## src/rtl/bcd_pkg.sv

```systemverilog
// Shared constants and state encoding for the serial BCD adder.
// The top-level file header names the optional BCD_DIGIT_CHECK_EN build macro.
package bcd_pkg;
  localparam int         BCD_W   = 4;
  localparam logic [3:0] BCD_MAX = 4'd9;
  localparam logic [3:0] BCD_ADJ = 4'd6;

  localparam logic [1:0] S_IDLE = 2'd0;
  localparam logic [1:0] S_ADD  = 2'd1;
  localparam logic [1:0] S_DONE = 2'd2;

  typedef enum logic [1:0] {
    ST_IDLE = S_IDLE,
    ST_ADD  = S_ADD,
    ST_DONE = S_DONE
  } state_e;
endpackage

```

## src/rtl/bcd_digit_add.sv

```systemverilog
// One-digit BCD adder: binary sum of two digits plus carry, decimal-adjusted above 9.
module bcd_digit_add
  import bcd_pkg::*;
(
  input  logic [3:0] a,
  input  logic [3:0] b,
  input  logic       cin,
  output logic [3:0] s,
  output logic       cout
);
  logic [4:0] sum;

  always_comb begin
    sum  = {1'b0, a} + {1'b0, b} + {4'b0000, cin};
    s    = sum[3:0];
    cout = 1'b0;
    // Any sum of 10..19 wraps past 16 once 6 is added, leaving the decimal digit.
    if (sum > {1'b0, BCD_MAX}) begin
      s    = sum[3:0] + BCD_ADJ;
      cout = 1'b1;
    end
  end
endmodule

```

## src/rtl/bcd_serial_add_ctrl.sv

```systemverilog
// Digit-serial packed-BCD adder: one digit per clock through a single shared digit adder.
// Optional invalid-digit flag is built only when BCD_DIGIT_CHECK_EN is defined.
module bcd_serial_add_ctrl
  import bcd_pkg::*;
#(
  parameter int NDIG = 4
) (
  input  logic                  clk,
  input  logic                  rst,
  input  logic                  in_valid,
  output logic                  in_ready,
  input  logic [BCD_W*NDIG-1:0] x,
  input  logic [BCD_W*NDIG-1:0] y,
  output logic                  out_valid,
  input  logic                  out_ready,
  output logic [BCD_W*NDIG:0]   o,
  output logic                  busy,
  output logic                  err,
  output logic [1:0]            dbg_state_o
);
  localparam int W  = BCD_W * NDIG;
  localparam int IW = (NDIG > 1) ? $clog2(NDIG) : 1;

  // Handshakes: a transfer happens on a rising edge where valid and ready are both high;
  // in_ready is high only in IDLE and out_valid only in DONE, neither depends on the other side.
  state_e          state_q, state_d;
  logic [IW-1:0]   idx_q, idx_d;
  logic            carry_q, carry_d;
  logic [W-1:0]    x_q, x_d, y_q, y_d;
  logic [W:0]      o_q, o_d;
  logic [3:0]      dig_a, dig_b, dig_s;
  logic            dig_cout;
  logic            accept;

  assign dig_a  = x_q[idx_q*BCD_W +: BCD_W];
  assign dig_b  = y_q[idx_q*BCD_W +: BCD_W];
  assign accept = (state_q == ST_IDLE) && in_valid;

  bcd_digit_add u_digit (
    .a    (dig_a),
    .b    (dig_b),
    .cin  (carry_q),
    .s    (dig_s),
    .cout (dig_cout)
  );

  always_comb begin
    state_d = state_q;
    idx_d   = idx_q;
    carry_d = carry_q;
    x_d     = x_q;
    y_d     = y_q;
    o_d     = o_q;
    case (state_q)
      ST_IDLE: begin
        if (in_valid) begin
          x_d     = x;
          y_d     = y;
          carry_d = 1'b0;
          idx_d   = '0;
          o_d     = '0;
          state_d = ST_ADD;
        end
      end
      ST_ADD: begin
        o_d[idx_q*BCD_W +: BCD_W] = dig_s;
        carry_d = dig_cout;
        idx_d   = idx_q + IW'(1);
        if (idx_q == IW'(NDIG - 1)) begin
          o_d[W]  = dig_cout;
          idx_d   = '0;
          state_d = ST_DONE;
        end
      end
      ST_DONE: begin
        if (out_ready) state_d = ST_IDLE;
      end
      default: state_d = ST_IDLE;
    endcase
  end

  always_ff @(posedge clk) begin
    if (rst) begin
      state_q <= ST_IDLE;
      idx_q   <= '0;
      carry_q <= 1'b0;
      x_q     <= '0;
      y_q     <= '0;
      o_q     <= '0;
    end else begin
      state_q <= state_d;
      idx_q   <= idx_d;
      carry_q <= carry_d;
      x_q     <= x_d;
      y_q     <= y_d;
      o_q     <= o_d;
    end
  end

`ifdef BCD_DIGIT_CHECK_EN
  logic err_q, err_d;

  // Sticky across the whole add so it is still visible while DONE presents the sum.
  always_comb begin
    err_d = err_q;
    if (accept) begin
      err_d = 1'b0;
    end else if (state_q == ST_ADD && (dig_a > BCD_MAX || dig_b > BCD_MAX)) begin
      err_d = 1'b1;
    end
  end

  always_ff @(posedge clk) begin
    if (rst) err_q <= 1'b0;
    else     err_q <= err_d;
  end

  assign err = err_q;
`else
  assign err = 1'b0;
`endif

  assign in_ready    = (state_q == ST_IDLE);
  assign out_valid   = (state_q == ST_DONE);
  assign busy        = (state_q == ST_ADD) || (state_q == ST_DONE);
  assign o           = o_q;
  assign dbg_state_o = state_q;

  logic unused_accept;
  assign unused_accept = accept;
endmodule

```

## config.mk

```make
export PLATFORM = sky130hd
export DESIGN_NAME = bcd_serial_add_ctrl
export DESIGN_NICKNAME = d
export VERILOG_FILES = /design/src/rtl/bcd_pkg.sv /design/src/rtl/bcd_digit_add.sv /design/src/rtl/bcd_serial_add_ctrl.sv
export SDC_FILE = /design/constraint.sdc
export NUM_CORES = 1
export LEC_CHECK = 0
export CAP_MARGIN = 20
export CORE_MARGIN = 4
export CORE_UTILIZATION = 50
export CTS_CLUSTER_SIZE = 24
export DETAILED_ROUTE_END_ITERATION = 10
export PLACE_DENSITY_LB_ADDON = 0.25
export SYNTH_ARGS = -nofsm -noshare
export SYNTH_HDL_FRONTEND = slang
export SYNTH_SLANG_ARGS = --single-unit
```

## constraint.sdc

```tcl
create_clock -name clk -period 4.9 [get_ports clk]
set_clock_uncertainty 0.1 [all_clocks]
set_input_delay 0.98 -clock clk [delete_from_list [all_inputs] [get_ports clk]]
set_output_delay 0.98 -clock clk [all_outputs]
set_load 0.05 [all_outputs]
```

==> impl_metrics.yaml, run 1 <==
timing:
  setup_viol: 0
  slew_violations: 0
  finalSetupTns_ps: 0
  fmaxAchievable_mhz: 251
  worst_pin_slew_ps: 952
  fin_crit_ps: 3980
  slew_headroom_pct: 36.3
  setup_ws_ps: 917
  rsz0062_at_grt: "no"
  hold_viol: 0
  period_share_pct: 81.3
grt:
  grt_max_degree: 33
  grt_pass1_vias: 2150
  grt_overflow: 0
  antenna_found_initial: 0
  grt_usage_pct: 19.5
  grt_pass1_wl_mm: 9.79
detailed_routing:
  vias_per_cell: 5.32
  drt_iter0_markers: 200
  wl_mm: 5.73
  drc: 0
  vias: 2193
  ant_nets: 0
  drt-pass1-iter-count: 4
  wl_per_cell_um: 13.9
setup_path:
  r2r-end: "o[10]$_SDFFE_PP0P_"
  critPathTopFamily: "adder cells"
  path_cells: "mux4_2, fa_1, fa_1, inv_1, ha_1, nor2b_1, a31o_4, o31ai_4, mux2i_1, a22o_1"
  cpMostUsedCell: "fa_1"
  cp-start-kind: "flop"
  path_buf_inv: 1
  timing.rr.start: "idx_q[0]$_SDFFE_PP0P_"
  crit_path_top_delay_cell: "dfxtp_1"
  rr_worst_depth: 10
  required_ps: 5050
  crit_arrival_ps: 4140
  critical_path.startpoint: "idx_q[0]$_SDFFE_PP0P_"
  path_max_fanout: 12
  r2r_slack_ps: 920
  max_stage_delay_ps: 630
  path_class: "reg -> reg"
  cp-end-kind: "flop"
finish:
  nFillCells: 397
  layout_common_cells: "nand2_1 (74), clkdlybuf4s50_1 (57), dfxtp_1 (54), a21oi_1 (44)"
  drive_gt1_share_pct: 6.67
  final_area_um2: 3300
  nets: 394
  diodes: 0
  area_delta_synth_final_pct: 28.9
  layout_commonest_cell: "nand2_1"
die:
  dieArea_um2: 6330
  die_w_um: 79.6
  core_um2: 4850
  start_util_pct: 52.8
  num_rows: 25
  die_h_um: 79.6
  ios: 59
worst_hold_path:
  hold_class: "reg -> reg"
  hold_path_depth: 2
  worstHoldStart: "x_q[9]$_SDFFE_PP0P_"
  holdPathEnd: "x_q[9]$_SDFFE_PP0P_"
logic_synthesis:
  synth_cells: 295
  yosysSeqAreaShare_pct: 42.2
  syn_area_per_cell_um2: 8.68
  ys_warn_count: 0
  ys_ff_latch: 54
  synth-main-ff-cell: "dfxtp_1"
  syn_area_um2: 2560
  postSynthNetCount: 344
  synth.distinct_cells: 38
  synth-edff-count: 0
  async_flop_share_pct: 0
power_and_ir_drop:
  pwr-share-seq_pct: 41.5
  p_comb_share_pct: 33.5
  internal_power_mw: 0.804
  power_density_nw_per_um2: 364
  clockPowerShare_pct: 25.0
  switching_share_pct: 33.0
  p_leak_nw: 1.23
  vdd_drop_max_uv: 234
  p_sw_mw: 0.396
placed_design:
  place_area_um2: 3160
  place_hpwl_mm: 4.33
  place_congestion: 0.923
  port_buffers: 57
  dp_slack_ps: 949
cts:
  cts_resized: 0
  cts_sinks: 54
  postCtsSetupRepairBufs: 0
  cts_tree: "yes"
  clk_path_buf_depth: 2
  root_buffer: "clkbuf_8"
  clkSlewWorstSetupHoldPaths_ps: 90
  clock_latency_ps: 300
  numCtsBuffers: 5
  cts_hold_buf: 0
  cts_max_level: 2
outcome:
  status: "complete, no violations"
flow_run:
  max-cap-violations: 0
per-stage QoR:
stage | power [mW] | cells | utilization [%] | hold slack (ps)
3_5_place_dp | 0.900 | 404 | 65.2 | 346
4_1_cts | 1.20 | 411 | 67.5 | 359
6_report | 1.20 | 412 | 68.1 | 357
5_1_grt | 1.27 | 412 | 68.1 | 385
3_3_place_gp | 0.887 | 404 | 65.2 | 343
2_1_floorplan | 0.795 | 295 | - | 333
sequential cells by signal (all words and copies together), names as in the netlist:
signal       count
carry_q          1
idx_q            2
o               17
x_q             16
y_q             16
dbg_state_o      2
worst max path at each step:
stage / end / cells past startpoint
floorplan: o[10]$_SDFFE_PP0P_ / 11
global placement: o[6]$_SDFFE_PP0P_ / 10
detailed placement: o[10]$_SDFFE_PP0P_ / 10
CTS: o[10]$_SDFFE_PP0P_ / 10
global route: o[10]$_SDFFE_PP0P_ / 10
finish: o[10]$_SDFFE_PP0P_ / 10
worst register-to-register path: cells and delay by family, from the launching register on:
kind	cells	cell delay, ps
AOI/OAI and AO/OA	3	700
adders and majority gates	3	1240
buffers and inverters	1	110
DFF	1	630
muxes	2	1020
and+or+nand+nor	1	150
power groups by stage:
stage / Clock (mW) / Combinational, mW / Sequential [mW]
final: 0.300 / 0.402 / 0.498
after global routing: 0.325 / 0.445 / 0.504
after CTS: 0.306 / 0.393 / 0.499
after detailed placement: 0 / 0.391 / 0.509
after global placement: 0 / 0.381 / 0.507
after floorplan: 0 / 0.284 / 0.510
cells by family (layout without fill, tap and decap cells):
| group | Yosys count | after routing | share of synthesized area [%] |
|---|---|---|---|
| compound gates | 73 | 73 | 18.6 |
| xor+xnor | 3 | 3 | 1.03 |
| fa+ha+maj | 13 | 13 | 6.94 |
| buf+inv | 26 | 76 | 4.01 |
| flops | 54 | 54 | 42.2 |
| mux | 10 | 10 | 7.87 |
| other cells | 1 | 1 | 0.146 |
| simple gates | 115 | 115 | 19.2 |
synthesized netlist by cell type, types with 2 or more instances:
cell type  number  share of area, %
nor2b_1         6               1.5
clkbuf_1       15               2.2
nand4_1         2              0.49
a32o_1          2              0.78
nor3_1          6               1.2
xnor2_1         3               1.0
nand3_1         6               1.2
a221oi_1        2              0.68
a21oi_1        44               8.6
inv_1           9               1.3
fa_1            2               1.6
and3_1          5               1.2
o21ai_0         3              0.59
a22o_1          9               3.1
dfxtp_1        54                42
o21a_1          3              0.88
nor2_1         11               1.6
ha_1           11               5.4
nand2b_1        3              0.73
nand2_1        74                11
mux4_2          8               7.0
final cells by class:
class	instances	area [µm²]	share of cell area [%]
Inverter	9	33.8	1.02
Sequential cell	54	1080	32.7
Timing Repair Buffer	60	613	18.6
Tap cell	67	83.8	2.54
Multi-Input combinational cell	215	1380	41.7
Clock buffer	6	82.6	2.50
Clock inverter	1	30.0	0.909
per-layer routing:
layer  GRT usage [%]  routed length (µm)  vias to the layer above
li1                -                   -                     1113
met1            23.8                2350                      993
met2            34.5                2970                       76
met3            4.06                 322                       11
met4            5.84                  91                        0
met5               0                   0                        -
(Power assumes the default switching activity.)
==> run 2, diff against run 1 <==
==> constraint.sdc (replaced) <==
create_clock -name clk -period 3.8 [get_ports clk]
set_clock_uncertainty 0.1 [all_clocks]
set_input_delay 0.76 -clock clk [delete_from_list [all_inputs] [get_ports clk]]
set_output_delay 0.76 -clock clk [all_outputs]
set_load 0.05 [all_outputs]
==> run 2 against run 1 <==
Via count is 3.0% higher. Non-clock buffer count is 4 higher. Setup slack worse by 760 ps. Wire length is 3.4% higher. Count of clock-buffer cells in the layout stayed put. Register-to-register slack worse by 760 ps. Cell area is 0.80% higher. First-iteration DRC count is 4.0% lower. Worst hold slack hardly changed. Final cell count is 1.2% higher. Utilization is 0.54 points higher. Critical path type unchanged. Highest routed layer unchanged.
==> impl_metrics.yaml, run 2 (same netlist as run 1, synthesis figures left out) <==
outcome:
  status: "complete, no violations"
finish:
  largest_reg_flops: 17
  layout_common_cells: "nand2_1 (74), clkdlybuf4s50_1 (57), dfxtp_1 (53), a21oi_1 (44)"
  layout_commonest_cell: "nand2_1"
  final_area_um2: 3330
  diodes: 0
  drive_gt1_share_pct: 8.86
  area_delta_synth_final_pct: 29.9
  nets: 398
detailed_routing:
  ant_nets: 0
  drt_iter0_markers: 192
  wl_mm: 5.92
  drc: 0
  wl_per_cell_um: 14.2
  vias_per_cell: 5.41
  vias: 2258
  drt-pass1-iter-count: 5
power_and_ir_drop:
  vdd_drop_max_uv: 298
  p_comb_share_pct: 34.2
  pwr-share-seq_pct: 40.0
  switching_share_pct: 33.8
  p_sw_mw: 0.537
  internal_power_mw: 1.05
  clockPowerShare_pct: 25.8
  power_density_nw_per_um2: 477
  p_leak_nw: 1.25
timing:
  hold_viol: 0
  worst_pin_slew_ps: 999
  setup_viol: 0
  fin_crit_ps: 3650
  period_share_pct: 95.9
  fmaxAchievable_mhz: 274
  slew_headroom_pct: 33.2
  rsz0062_at_grt: "no"
  finalSetupTns_ps: 0
  slew_violations: 0
cts:
  clk_path_buf_depth: 2
  numCtsBuffers: 5
  clock_latency_ps: 310
  clkSlewWorstSetupHoldPaths_ps: 100
  cts_max_level: 2
  cts_tree: "yes"
  cts_sinks: 54
  root_buffer: "clkbuf_8"
setup_path:
  required_ps: 3960
  path_class: "reg -> reg"
  cp-start-kind: "flop"
  max_stage_delay_ps: 580
  path_max_fanout: 4
  cp-end-kind: "flop"
  crit_path_top_delay_cell: "fa_2"
  critPathTopFamily: "adder cells"
  crit_arrival_ps: 3810
  path_cells: "mux4_2, fa_1, fa_2, inv_1, ha_1, nor2b_1, a31o_4, o31ai_4, mux2i_2, a22o_1"
  path_buf_inv: 1
placed_design:
  place_hpwl_mm: 4.44
  place_area_um2: 3190
  port_buffers: 57
  place_congestion: 0.968
die:
  ios: 59
  core_um2: 4850
  die_w_um: 79.6
  num_rows: 25
  dieArea_um2: 6330
  die_h_um: 79.6
  start_util_pct: 52.8
worst_hold_path:
  hold_class: "reg -> reg"
grt:
  grt_pass1_wl_mm: 9.80
  grt_usage_pct: 19.4
  grt_max_degree: 33
  antenna_found_initial: 0
  grt_pass1_vias: 2221
  grt_overflow: 0
flow_run:
  max-cap-violations: 0
run 2: cell count changes in the layout (fill, tap and decap cells not counted):
cell	previous run	this run
a21boi_0	1	0
a21boi_1	0	1
buf_16	1	0
buf_4	2	7
dfxtp_1	54	53
dfxtp_2	0	1
fa_1	2	1
fa_2	0	1
inv_6	0	1
mux2i_1	1	0
mux2i_2	0	1
run 2: area by class of cell:
type	instances	area, µm²
fillers	416	1520
multi-input cells	215	1380
flip-flops and latches	54	1080
repair buffers	64	623
well taps	67	83.8
clock buffers	6	82.6
clock inverters	2	38.8
inverters	9	33.8
run 2: metrics by stage:
| step | hold WS (ps) | setup WS, ps | instances | util (%) | total power, mW |
|---|---|---|---|---|---|
| 6_report | 357 | 154 | 417 | 68.6 | 1.59 |
| 3_3_place_gp | 342 | 208 | 408 | 65.8 | 1.15 |
| 4_1_cts | 361 | 55.6 | 416 | 68.3 | 1.57 |
| 3_5_place_dp | 347 | 82.1 | 408 | 65.8 | 1.17 |
| 2_1_floorplan | 333 | 154 | 295 | - | 1.02 |
| 5_1_grt | 382 | 12.8 | 417 | 68.6 | 1.67 |
run 2: worst min-delay path, delay by kind of cell, from the launching register on:
| kind | cells | cell delay, ps |
|---|---|---|
| and+or+nand+nor | 1 | 50 |
| DFF | 1 | 320 |
| AOI/OAI and AO/OA | 1 | 50 |
run 2: what timing repair did:
| item | in CTS | in global routing |
|---|---|---|
| setup endpoints to repair | 0 | 8 |
| endpoints found under the hold margin | 0 | 0 |
| buffers inserted | 0 | 1 |
| hold buffers | 0 | 0 |
| resized for setup | 0 | 4 |
run 2: power groups by stage:
| stage | clock network, mW | registers, mW | logic [mW] |
|---|---|---|---|
| finish | 0.410 | 0.635 | 0.543 |
| global route | 0.434 | 0.640 | 0.595 |
| CTS | 0.413 | 0.635 | 0.525 |
| detailed placement | 0 | 0.648 | 0.520 |
| global placement | 0 | 0.646 | 0.508 |
| floorplan | 0 | 0.658 | 0.367 |
run 2: worst paths after layout:
check                                            from                   end  slack [ps]  cells past startpoint
worst min-delay path             x_q[13]$_SDFFE_PP0P_  x_q[13]$_SDFFE_PP0P_         360                      2
worst min register to register   x_q[13]$_SDFFE_PP0P_  x_q[13]$_SDFFE_PP0P_         360                      2
worst max register to register  idx_q[0]$_SDFFE_PP0P_     o[6]$_SDFFE_PP0P_         150                     10
worst max-delay path            idx_q[0]$_SDFFE_PP0P_     o[6]$_SDFFE_PP0P_         150                     10
run 2: routing by layer:
metal  wire (µm)  track usage [%]  vias to the layer above
met1        2500             23.5                     1057
met3         292             3.39                        9
met2        3030             34.3                       66
li1            -                -                     1126
met4          94             6.70                        0
met5           0                0                        -
==> variant 1: new RTL, flow settings as in run 2 <==
Add a define of `BCD_DIGIT_CHECK_EN`.
--- a/src/rtl/bcd_serial_add_ctrl.sv
+++ b/src/rtl/bcd_serial_add_ctrl.sv
@@ -1,4 +1,6 @@
 // Digit-serial packed-BCD adder: one digit per clock through a single shared digit adder.
 // Optional invalid-digit flag is built only when BCD_DIGIT_CHECK_EN is defined.
+`define BCD_DIGIT_CHECK_EN
+
 module bcd_serial_add_ctrl
   import bcd_pkg::*;
Check against the original RTL: not equivalent (a bounded check fails within 4 cycles, from zero or initial values and one cycle with rst high).
==> variant 1 against run 2 <==
Area after synthesis up 3.9%; worst setup slack improved by 3.6 ps; first-iteration DRC count rose by 5.7%; via count is 7.7% higher; design area rose by 3.6%; routed wire length rose by 9.1%; utilization fell by 1.6 points; sequential share of layout area down 0.55 points; synthesized cell count is 4.7% higher; maximum frequency is essentially flat; sequential cell count up 1; highest routed layer unchanged.
Power is not compared: it rests on default switching activity, and its combinational part moved more than twofold at a synthesized area within 25%.
==> variant 1: results (changes against run 2) <==
Global route
  • Grt met1 use: 25.37% (was 23.49%)
  • Largest net degree at the start of global routing: 48 (was 33)
  • All-layer global routing usage: 20.62% (was 19.37%)
  • Global-route wire length before repair: 10.49 mm (was 9.804 mm)
  • GR Layer Usage met3: 4.435% (was 3.386%)
  • M2 GR Usage: 35.63% (was 34.31%)

Routing
  • Post-Route M1 WL: 2.747 mm (was 2.504 mm)
  • WL final: 6.457 mm (was 5.920 mm)
  • Initial DRC Count: 203 (was 192)
  • Wire length on met3: 401 um (was 292 um)
  • DR vias: 2431 (was 2258)

Layout
  • Fill count: 450 (was 416)
  • Layout cells sized above 1: 7.945% (was 8.857%)
  • ClkCell Share: 3.846% (was 3.647%)
  • Sequential cells: 55 (was 54)
  • Layout net count: 413 (was 398)
  • NonClk Buf Share: 18.14% (was 18.72%)
  • Fraction of area in registers: 31.97% (was 32.52%)

Synth
  • Distinct cells, synth: 39 (was 38)
  • Share of the yosys chip area belonging to registers: 41.37% (was 42.21%)
  • Net Count, Synth: 358 (was 344)
  • Synth top area cells: dfxtp_1, nand2_1, a21oi_1, mux4_2, ha_1 (unchanged)
  • Synth top cells by count: nand2_1, dfxtp_1, a21oi_1 (unchanged)

Placement
  • Quantity of I/O buffers inserted on ports: 58 (was 57)
  • Dpl cell area: 3308 um2 (was 3192 um2)
  • GP Congestion: 0.8975 (was 0.9679)

Run status
  • Status: complete, no violations (unchanged)

Worst setup path
  • Data arrival, critical path: 3800 ps (was 3810 ps)

Worst hold path
  • Hold Crit Endpoint: x_q[14]$_SDFFE_PP0P_ (was x_q[13]$_SDFFE_PP0P_)

Timing
  • WHS: 360.2 ps (was 357.4 ps)
[variant 1: cell count changes in the layout (fill, tap and decap cells not counted), moves of 3 or more]
cell / before / now
o21a_1: 3 / 0
a22oi_1: 1 / 4
o21ai_0: 3 / 8
and2_1: 1 / 4
a22o_1: 9 / 6
nor2_1: 11 / 16
mux2i_1: 0 / 4
[variant 1: worst max-delay path by stage]
| stage | end | cells after the start | slack [ps] |
|---|---|---|---|
| 3_3_place_gp | o[6]$_SDFFE_PP0P_ | 10 | 190 |
| 4_1_cts | o[6]$_SDFFE_PP0P_ | 10 | 30 |
| 2_1_floorplan | o[6]$_SDFFE_PP0P_ | 11 | 80 |
| 6_report | o[6]$_SDFFE_PP0P_ | 10 | 160 |
| 3_5_place_dp | o[6]$_SDFFE_PP0P_ | 10 | 50 |
| 5_1_grt | o[6]$_SDFFE_PP0P_ | 10 | 8 |
[variant 1: report_power, final]
part           total (mW)  internal (mW)  leakage, nW  switching, mW
sequential          0.721          0.662        0.449         0.0588
clock               0.450          0.263       0.0654          0.186
combinational        1.21          0.466        0.764          0.741
total                2.38           1.39         1.28          0.986
[variant 1: per-stage QoR]
step	setup WS [ps]	util, %	cells	total power, mW
6_report	157.7	67.09	435	2.378
5_1_grt	8.299	67.09	435	2.532
4_1_cts	25.38	66.94	435	2.361
3_5_place_dp	50.61	64.36	427	1.911
3_3_place_gp	187.6	64.36	427	1.873
2_1_floorplan	80.41	-	309	1.612
[variant 1: kinds of logic after synthesis]
kind of cell,synth area share [%]
and+or+nand+nor,20.83
AOI/OAI and AO/OA,17.72
DFF,41.37
buffers and inverters,3.761
muxes,8.651
adders and majority gates,6.676
xor gates and xnor gates,0.9875
==> variant 2: new RTL, flow settings as in run 2 <==
Without the edit above. Take the reset off `x_q`, `y_q` and `o_q` and load them in a clocked block of their own.
--- a/src/rtl/bcd_serial_add_ctrl.sv
+++ b/src/rtl/bcd_serial_add_ctrl.sv
@@ -85,15 +85,15 @@
       idx_q   <= '0;
       carry_q <= 1'b0;
-      x_q     <= '0;
-      y_q     <= '0;
-      o_q     <= '0;
     end else begin
       state_q <= state_d;
       idx_q   <= idx_d;
       carry_q <= carry_d;
-      x_q     <= x_d;
-      y_q     <= y_d;
-      o_q     <= o_d;
     end
+  end
+
+  always_ff @(posedge clk) begin
+    x_q <= x_d;
+    y_q <= y_d;
+    o_q <= o_d;
   end
 
Function: differs if rst is asserted again (counterexample within 4 cycles, from zero or initial values and one cycle with rst high); with rst held inactive, the same outputs for 10 cycles.
==> variant 2 against run 2 <==
Routed wire length is 8.5% lower; area after synthesis grew 6.8%; worst setup slack gained 28 ps; design area grew 5.6%; global-route usage shrank 2.5 points; sequential cell count unchanged; worst hold slack gained 51 ps; highest routed layer unchanged.
Power is not compared: it rests on default switching activity, and its combinational part moved more than twofold at a synthesized area within 25%.
==> variant 2: results (changes against run 2) <==
Run status
  • Status: complete, no violations (unchanged)

Clock tree
  • # H-tree levels: 2 (unchanged)
  • Root Driver: clkbuf_8 (unchanged)
  • Clk slew on worst S/H paths: 100 ps (about the same)
  • Clk_lat worst skew: 300 ps
  • Cts bufs inserted: 5 (unchanged)
  • Bufs on Longest Clock Path: 2 (unchanged)

Routing
  • Initial DRC Count: 134 (was 192)
  • Antenna Nets Post-Route: 0 (unchanged)
  • WL final: 5.418 mm (was 5.920 mm)
  • DR vias: 1881 (was 2258)
  • First-pass detailed-route iteration total: 4 (was 5)

Layout
  • Layout cells sized above 1: 13.75% (was 8.857%)
  • Layout net count: 320 (was 398)
  • Max reg flops: 17 (unchanged)
  • # diodes: 0 (unchanged)

Synth
  • Synth top cells by count: edfxtp_1, nor2_1, ha_1 (was nand2_1, dfxtp_1, a21oi_1)
  • Synth Area in Compound Gates: 12.44% (was 18.61%)
  • Synth top area cells: edfxtp_1, mux4_2, ha_1, dfxtp_1, nor2_1 (was dfxtp_1, nand2_1, a21oi_1, mux4_2, ha_1)
  • Mux contribution to synthesized area: 8.413% (was 7.865%)
  • Post-synthesis adder-cell area fraction: 7.865% (was 6.937%)
  • Net Count, Synth: 257 (was 344)
  • Xor and xnor fraction of the mapped netlist area: 0.3201% (was 1.026%)
  • Share of the yosys chip area belonging to registers: 57.43% (was 42.21%)
  • Post-synth ARST share: 0% (unchanged)
  • Predominant post-synthesis flop cell: edfxtp_1 (was dfxtp_1)
  • Distinct cells, synth: 45 (was 38)
  • Post-synth EDFFs: 49 (was 0)
  • Synth warn: 0 (unchanged)

Global route
  • Global-route wire length before repair: 8.562 mm (was 9.804 mm)
  • Largest net degree at the start of global routing: 33 (unchanged)
  • All-layer global routing usage: 16.85% (was 19.37%)
  • Vias in the first global route: 1836 (was 2221)
  • Initial antenna violation count: 0 (unchanged)

Placement
  • GP Congestion: 0.8362 (was 0.9679)
  • Dpl hpwl: 4.126 mm (was 4.438 mm)
  • Quantity of I/O buffers inserted on ports: 57 (unchanged)
  • Dpl cell area: 3415 um2 (was 3192 um2)

Worst hold path
  • Hold Crit Start: carry_q$_SDFFE_PP0P_ (was x_q[13]$_SDFFE_PP0P_)
  • Hold/Removal Path Class: register to register (unchanged)

Worst setup path
  • Critical Path Fanout Max: 7 (was 4)
  • R2r startpoint: idx_q[0]$_SDFFE_PP0P_ (unchanged)
  • Setup CP Type: register to register (unchanged)
  • Data arrival, critical path: 3700 ps (was 3810 ps)

Timing
  • Relative slew margins: 60.93% (was 33.23%)

Pwr
  • LEAKAGE: 1.234 nW
  • Peak supply drop: 0.0004566 V
## variant 2: cell types whose count changed in the layout (fill, tap and decap cells not counted), sizes merged, moves of 4 or more
cell | run 2 | this run
a21oi | 44 | 8
a22o | 9 | 0
a31oi | 0 | 8
clkinv | 0 | 4
dfxtp | 54 | 5
edfxtp | 0 | 49
mux2i | 1 | 5
nand2 | 74 | 13
nor2 | 11 | 18
## variant 2: kinds of logic (layout without fill, tap and decap cells)
kind of cell             count (synthesis)  after routing
AND/OR/NAND/NOR                         56             56
flip-flops                              54             54
AO/OA/AOI/OAI                           43             43
buffers and inverters                   21             85
adder cells (fa/ha/maj)                 16             16
multiplexers                            13             13
other                                    1              1
XOR/XNOR                                 1              1
## variant 2: worst paths after layout
kind,to,slack [ps],depth (start not counted)
setup / recovery,o[14]$_SDFFCE_PN0P_,180,10
hold / removal,carry_q$_SDFFE_PP0P_,410,2
setup reg to reg,o[14]$_SDFFCE_PN0P_,180,10
hold reg to reg,carry_q$_SDFFE_PP0P_,410,2
## variant 2: metal layers
layer | track usage (%) | share of wire [%] | vias to the layer above
li1 | - | - | 914
met1 | 21.53 | 40 | 890
met2 | 28.92 | 52 | 70
met3 | 3.728 | 6.7 | 7
met4 | 4.485 | 1.1 | 0
met5 | 0 | 0 | -
## variant 2: area by class of cell
class                           count  area, um2
Inverter                           13      48.80
Clock buffer                        5      68.82
Sequential cell                    54       1573
Timing Repair Buffer               64      623.1
Tap cell                           70      87.58
Clock inverter                      3      21.27
Multi-Input combinational cell    130       1091
Fill cell                         411       1692
## variant 2: per-stage QoR
step / setup WS [ps] / cells
2_1_floorplan: 37.42 / 205
3_3_place_gp: 203.1 / 331
3_5_place_dp: 95.63 / 331
4_1_cts: 78.99 / 339
5_1_grt: 44.47 / 339
6_report: 181.7 / 339
## variant 2: power breakdown
part,internal [mW],switching [mW]
sequential,0.892,0.0758
clock,0.130,0.184
combinational,0.715,1.21
total,1.74,1.47
## variant 2: repair_timing
item | 4_1_cts | 5_1_grt
gates resized for setup | 0 | 1
buffers inserted | 0 | 0
hold buffers | 0 | 0
setup endpoints to repair | 0 | 4
## variant 2: worst max-delay path, cell delays in order, from the launching register on
cell	delay [ps]
dfxtp_2	370
mux4_2	520
fa_2	400
fa_2	560
clkinv_1	110
ha_1	230
nor2b_1	150
a31o_4	240
o31ai_4	270
mux2i_4	340
a32o_2	200
